**config.mk**
```make
export PLATFORM = sky130hd
export DESIGN_NAME = bus_demux2
export DESIGN_NICKNAME = d
export VERILOG_FILES = /design/src/rtl/bus_demux2.sv
export SDC_FILE = /design/constraint.sdc
export NUM_CORES = 1
export LEC_CHECK = 0
export ABC_CLOCK_PERIOD_IN_PS = 1880
export CAP_MARGIN = 20
export CORE_AREA = 4 4 122 124
export CTS_CLUSTER_DIAMETER = 30
export DETAILED_ROUTE_END_ITERATION = 10
export DIE_AREA = 0 0 126 128
export DONT_BUFFER_PORTS = 1
export SETUP_SLACK_MARGIN = 0.5
export SYNTH_ARGS = -nofsm -noshare
export SYNTH_HDL_FRONTEND = slang
export SYNTH_SLANG_ARGS = --single-unit
export TNS_END_PERCENT = 100
```
**constraint.sdc**
```tcl
create_clock -name clock -period 1.88 [get_ports clock]
set_input_delay 0.282 -clock clock [delete_from_list [all_inputs] [get_ports clock]]
set_output_delay 0.282 -clock clock [all_outputs]
set_load 0.01 [all_outputs]
```
**src/rtl/bus_demux2.sv**
```systemverilog
// Routes one upstream memory request stream to a RAM target (0) or a decoded
// peripheral window (1), one transaction at a time, with a response timeout.
module bus_demux2 #(
  parameter int                WIDTH     = 32,
  parameter logic [WIDTH-1:0]  T1_BASE   = 32'h1000_0000,
  parameter logic [WIDTH-1:0]  T1_MASK   = 32'hF000_0000,
  parameter int                TIMEOUT   = 255,
  parameter logic [WIDTH-1:0]  ERR_RDATA = 32'hDEAD_BEEF
) (
  input  logic                 clock,
  input  logic                 reset_n,
  input  logic                 req_valid,
  output logic                 req_ready,
  input  logic [WIDTH-1:0]     req_addr,
  input  logic                 req_write,
  input  logic [WIDTH-1:0]     req_wdata,
  input  logic [WIDTH/8-1:0]   req_wmask,
  output logic                 resp_valid,
  output logic [WIDTH-1:0]     resp_rdata,
  output logic                 resp_err,
  output logic                 stray_err,
  output logic                 t0_req_valid,
  input  logic                 t0_req_ready,
  output logic [WIDTH-1:0]     t0_addr,
  output logic                 t0_write,
  output logic [WIDTH-1:0]     t0_wdata,
  output logic [WIDTH/8-1:0]   t0_wmask,
  input  logic                 t0_resp_valid,
  input  logic [WIDTH-1:0]     t0_resp_rdata,
  output logic                 t1_req_valid,
  input  logic                 t1_req_ready,
  output logic [WIDTH-1:0]     t1_addr,
  output logic                 t1_write,
  output logic [WIDTH-1:0]     t1_wdata,
  output logic [WIDTH/8-1:0]   t1_wmask,
  input  logic                 t1_resp_valid,
  input  logic [WIDTH-1:0]     t1_resp_rdata
);

  typedef enum logic [1:0] {IDLE, REQ, RESP} state_t;

  localparam int             CW        = (TIMEOUT > 0) ? $clog2(TIMEOUT + 1) : 1;
  localparam logic [CW-1:0]  CNT_LIMIT = CW'(TIMEOUT);
  localparam logic [CW-1:0]  CNT_MAX   = '1;

  state_t               state_reg;
  logic                 sel_reg;
  logic [WIDTH-1:0]     addr_reg;
  logic                 write_reg;
  logic [WIDTH-1:0]     wdata_reg;
  logic [WIDTH/8-1:0]   wmask_reg;
  logic [CW-1:0]        cnt_reg;

  logic [1:0]           tgt_ready;
  logic [1:0]           tgt_resp_valid;
  logic [1:0]           stray_hit;
  logic [WIDTH-1:0]     tgt_rdata [2];
  logic                 sel_ready;
  logic                 sel_resp;
  logic                 timed_out;

  assign tgt_ready      = {t1_req_ready, t0_req_ready};
  assign tgt_resp_valid = {t1_resp_valid, t0_resp_valid};
  assign tgt_rdata[0]   = t0_resp_rdata;
  assign tgt_rdata[1]   = t1_resp_rdata;

  assign sel_ready = tgt_ready[sel_reg];
  assign sel_resp  = tgt_resp_valid[sel_reg];
  assign timed_out = (TIMEOUT != 0) && (cnt_reg == CNT_LIMIT);

  // Only the selected target may answer, and only while we wait for it.
  generate
    for (genvar gi = 0; gi < 2; gi++) begin : g_stray
      assign stray_hit[gi] = tgt_resp_valid[gi] &&
                             !((state_reg == RESP) && (sel_reg == 1'(gi)));
    end
  endgenerate

  assign req_ready    = (state_reg == IDLE);
  assign t0_req_valid = (state_reg == REQ) && !sel_reg;
  assign t1_req_valid = (state_reg == REQ) && sel_reg;

  // Both targets see the latched fields; only the valid is steered.
  assign t0_addr  = addr_reg;
  assign t0_write = write_reg;
  assign t0_wdata = wdata_reg;
  assign t0_wmask = wmask_reg;
  assign t1_addr  = addr_reg;
  assign t1_write = write_reg;
  assign t1_wdata = wdata_reg;
  assign t1_wmask = wmask_reg;

  always_ff @(posedge clock or negedge reset_n) begin
    if (!reset_n) begin
      state_reg  <= IDLE;
      sel_reg    <= 1'b0;
      addr_reg   <= '0;
      write_reg  <= 1'b0;
      wdata_reg  <= '0;
      wmask_reg  <= '0;
      cnt_reg    <= '0;
      resp_valid <= 1'b0;
      resp_rdata <= '0;
      resp_err   <= 1'b0;
      stray_err  <= 1'b0;
    end else begin
      resp_valid <= 1'b0;
      if (|stray_hit) stray_err <= 1'b1;
      case (state_reg)
        IDLE: begin
          if (req_valid) begin
            addr_reg  <= req_addr;
            write_reg <= req_write;
            wdata_reg <= req_wdata;
            wmask_reg <= req_wmask;
            sel_reg   <= ((req_addr & T1_MASK) == T1_BASE);
            state_reg <= REQ;
          end
        end
        REQ: begin
          if (sel_ready) begin
            cnt_reg   <= '0;
            state_reg <= RESP;
          end
        end
        RESP: begin
          if (cnt_reg != CNT_MAX) cnt_reg <= cnt_reg + CW'(1);
          // A response on the timeout cycle still completes normally.
          if (sel_resp) begin
            resp_rdata <= tgt_rdata[sel_reg];
            resp_err   <= 1'b0;
            resp_valid <= 1'b1;
            state_reg  <= IDLE;
          end else if (timed_out) begin
            resp_rdata <= ERR_RDATA;
            resp_err   <= 1'b1;
            resp_valid <= 1'b1;
            state_reg  <= IDLE;
          end
        end
        default: state_reg <= IDLE;
      endcase
    end
  end

endmodule

```
==> Word-level counts from Yosys, hierarchy flattened <==
Index checks and enable logic that the tools add are counted.
{ "word_totals": {"regBits": 115, "out_inout_bits": 176} }
{ "classes": {"add_sub_neg": 1, "order_cmp": 2, "eq_ne": 9, "muxes": 22, "bitwise_logic": 2, "n_reduce_logical": 17} }
{ "op_table": {"columns": ["cell", "count"], "rows": [
  ["two-way mux 32 bit", 5],
  ["two-way mux 8 bit", 2],
  ["case mux 8 bit (2 select lines)", 1],
  ["two-way mux 1 bit", 9],
  ["adder 8 x 1 -> 8 bit (second input constant)", 1],
  ["== test 8 bit (second input constant)", 1],
  ["two-way mux 2 bit", 4],
  ["inequality test 8 bit (second input constant)", 1],
  ["logical AND 1 bit", 6],
  ["case mux 2 bit (3 select lines)", 1],
  ["AND reduction 3 bit", 2],
  ["== test 4 x 1 -> 1 bit (second input constant)", 1],
  ["inequality test 2 bit (second input constant)", 2],
  ["AND reduction 2 bit", 2],
  ["nonzero test 2 bit", 2],
  ["zero test 1 bit", 3],
  ["inequality test 3 bit (second input constant)", 1],
  ["== test 2 x 1 -> 1 bit (second input constant)", 1],
  ["== test 2 bit (second input constant)", 1],
  [">= comparator 2 bit (second input constant)", 1],
  ["zero test 2 bit", 1],
  ["< comparator 1 x 2 -> 1 bit (second input constant)", 1],
  ["inequality test 2 x 1 -> 1 bit (second input constant)", 1],
  ["NOT 1 -> 2 bit", 1],
  ["2 further kinds", 2]
]} }

==> Longest topological paths before layout <==
{ "depth": {"word_depth": 5, "ltp_mapped": 8} }

==> Worst setup path before layout <==
OpenSTA, ideal clock, no wires.
{ "synth_path": {"path_type": "flip-flop to flip-flop", "start": "register state_reg[1]", "end": "register addr_reg[0] (netlist: t0_addr[0])", "setup_ns": 0.125, "arrival_time_ns": 1.423, "t_required_ns": 1.755, "slack_ns": 0.332, "stages_incl_launch_ff": 6, "path_cell_list": "dfrtp_1 nor2_1 and2_1 buf_2 buf_2 mux2_2"} }
{ "synth_via": {"elab_chain_len": 2} }
{ "synth_lines": {"columns": ["element", "line", "source"], "rows": [
  ["start, declared", "46", "state_t state_reg;"],
  ["start signal, assigned", "95", "state_reg <= IDLE;"],
  ["start signal, assigned", "117", "state_reg <= REQ;"],
  ["start signal, assigned", "123", "state_reg <= RESP;"],
  ["zero test 2 bit", null, null],
  ["named net req_ready", "13", "output logic req_ready,"],
  ["AND reduction 2 bit (no line)", null, null],
  ["end signal, assigned", "112", "addr_reg <= req_addr;"],
  ["end, declared", "48", "logic [WIDTH-1:0] addr_reg;"]
]} }
The timed path passes the listed nets, and every way through them passes these cells.
A chain may end at the register's enable or synchronous reset.

==> Worst setup path in the final report <==
{ "layout_path": {"start": "register state_reg[0]", "end": "output t0_req_valid"} }
{ "layout_via": {"elab_chain_len": 2} }
{ "layout_lines": {"columns": ["element", "line", "source"], "rows": [
  ["== test 2 x 1 -> 1 bit", "80", "assign t0_req_valid = (state_reg == REQ) && !sel_reg;"],
  ["logical AND 1 bit", "80", null],
  ["end, declared", "22", "output logic t0_req_valid,"]
]} }
No other way between the ends.

==> flow_summary.ini <==
[final_layout]
n_fill_cell = 1236
multi_input_area_um2 = 2088
finalInstanceArea_um2 = 6486
register_area_um2 = 2884
final_cell_mix = 110 x dfrtp_1, 56 x mux2_4, 30 x o22ai_1
final_common_cell = dfrtp_1
nets = 536
post_route_cells_drive_above_1_share = 0.4226
fin_util = 0.4709
fin_cells = 588
syn2layout_area_growth_pct = 22.35

[yosys]
syn_inst = 417
async_flop_share = 1.000
synth_seq_area_share = 0.5428
syn_area_per_cell_um2 = 12.71
yosysUniqueCellTypes = 40
yosysTopAreaCell = dfrtp_1
yosys_most_used_dff = dfrtp_1
synth_area_leaders = dfrtp_1 54%, mux2_2 15%, buf_4 9.8%
synth_top_area_share = 0.5428
synth_nets = 558
synth_edf_count = 0
syn_area_um2 = 5301
ys_ff_latch = 115
yosys_warnings = 0

[clock_network]
cts.sinks = 115
cts_tree = built
cts_buffer_depth = 2
cts_buffers = 17
clk_latency_ns = 0.40
cts_root_buffer = clkbuf_16
htreeDepth = 4
clkSlewWorstSetupHoldPaths_ns = 0.05
holdBufCountCts = 11

[placed_design]
dpl_cell_area_um2 = 5199
hpwl_um = 9481
gp_congestion = 0.8287
place_inst = 518
numPortBuffers = 0

[timing]
setup_viol = 0
fmax_mhz = 637.1
hold_ws_ns = -0.4275
fin_crit_sh = 0.8349
worstMarginPinSlew_ns = 0.4408
relSlewSlack = 0.7061
clock_skew_ns = 0.006150
drv_slew = 0
setup_tns_ns = 0
hold_violations = 115
rsz0062_at_grt = yes
finalCriticalPeriod_ns = 1.570

[worst_setup_path]
crit_fanout = 4
cp.arrival_ns = 1.29
critPathLaunchType = register
crit_type = register to output port
r2r.worst_path.cells = 5
endpoint_kind = output port
cp.required_ns = 1.60

[floorplan]
die_h_um = 128
core-area_um2 = 13770
initial_utilization = 0.3849
dieArea_um2 = 16130
dieWidth_um = 126
num_rows = 43
pin_count = 316

[detailed_routing]
routedWlPerCell_um = 24.09
wirelength_um = 14170
drc = 0
first_pass_iters = 4
first_iter_violations = 104
viasPerCell = 5.500
postRouteAntennaNets = 0
vias = 3234

[job]
drv_cap = 0

[grt]
grt_max_degree = 116
grt_pass1_vias = 3380
grt_pass1_wl_um = 20240
overflow = 0
grt.total_usage = 0.1643
antenna_found_initial = 0

[outcome]
status = finished, violations left
failed_checks = hold timing

[pwr]
power.density_nw_per_um2 = 2001
worst_ir_drop_vdd_mv = 0.6430
p_leak_uw = 0.002843

[worst_hold_path]
hold_class = input pin to async pin
metal layers:
metal	global-route usage	share of wire
met1	0.1800	0.36
met2	0.2732	0.51
met3	0.08417	0.11
met4	0.06246	0.014
met5	0	0
worst paths after layout:
path,start,endpoint,slack [ns]
setup / recovery,state_reg[0],t0_req_valid,0.31
setup reg to reg,state_reg[1],t0_addr[27],0.33
hold reg to reg,cnt_reg[0],cnt_reg[0],0.54
max in group asynchronous,reset_n,cnt_reg[2],2.18
min in group clock,req_addr[13],t0_addr[13],0.02
hold / removal,reset_n,t0_wdata[0],-0.43
critical path, stage by stage, from the launching register on:
cell and delay, ns:
dfrtp_1 0.41, nor2b_4 0.18, nor2b_4 0.18, buf_6 0.12
report_power, final:
part           internal, uW  switching, uW  total [uW]
clock                  2200           1090        3290
sequential             3670           2340        6010
combinational          2400           1290        3690
total                  8270           4710       13000
kinds of logic (layout without fill, tap and decap cells):
kind of cell,Yosys count,in the layout,synth area share
AOI/OAI and AO/OA,65,65,0.09653
xor gates and xnor gates,3,3,0.004957
adders and majority gates,1,1,0.002360
buffers and inverters,95,85,0.1218
DFF,115,115,0.5428
muxes,89,89,0.1848
other,0,1,0
and+or+nand+nor,49,49,0.04673
what timing repair did:
item | 4_1_cts | 5_1_grt
pin swaps | 1 | 6
resized for setup | 23 | 34
hold endpoints to repair | 126 | 115
buffers inserted | 7 | 11
cloned | 3 | 6
endpoints found under the setup margin | 112 | 112
synth_stat cells, types with 2 or more instances:
| cell | count |
|---|---|
| o21ai_0 | 7 |
| inv_1 | 3 |
| nand3_1 | 7 |
| nand2b_1 | 2 |
| nor2b_1 | 3 |
| a2bb2oi_2 | 9 |
| buf_4 | 69 |
| and2_1 | 2 |
| mux2_2 | 71 |
| xor2_1 | 2 |
| a21oi_1 | 2 |
| dfrtp_1 | 115 |
| o2bb2ai_1 | 8 |
| clkbuf_1 | 2 |
| and3_1 | 2 |
| nor2_1 | 4 |
| mux2i_1 | 18 |
| buf_2 | 18 |
| o22ai_1 | 30 |
| nand2_1 | 23 |
per-stage QoR:
stage               total power, uW  hold WS (ns)  setup slack [ns]
floorplan                      9027      -0.01359            0.4260
global placement               8719     -0.009614            0.2982
detailed placement             8846     -0.009188            0.1801
CTS                           12620       -0.4531            0.2920
global route                  13650       -0.4579            0.2440
finish                        12980       -0.4275            0.3104
area by class of cell:
type / instances / area share
well taps: 180 / 0.03472
multi-input cells: 207 / 0.3220
flip-flops and latches: 115 / 0.4446
clock buffers: 21 / 0.07407
repair buffers: 50 / 0.1011
inverters: 4 / 0.003086
diodes: 1 / 0.0003858
clock inverters: 10 / 0.02006
Power figures use the tool's default switching activity.
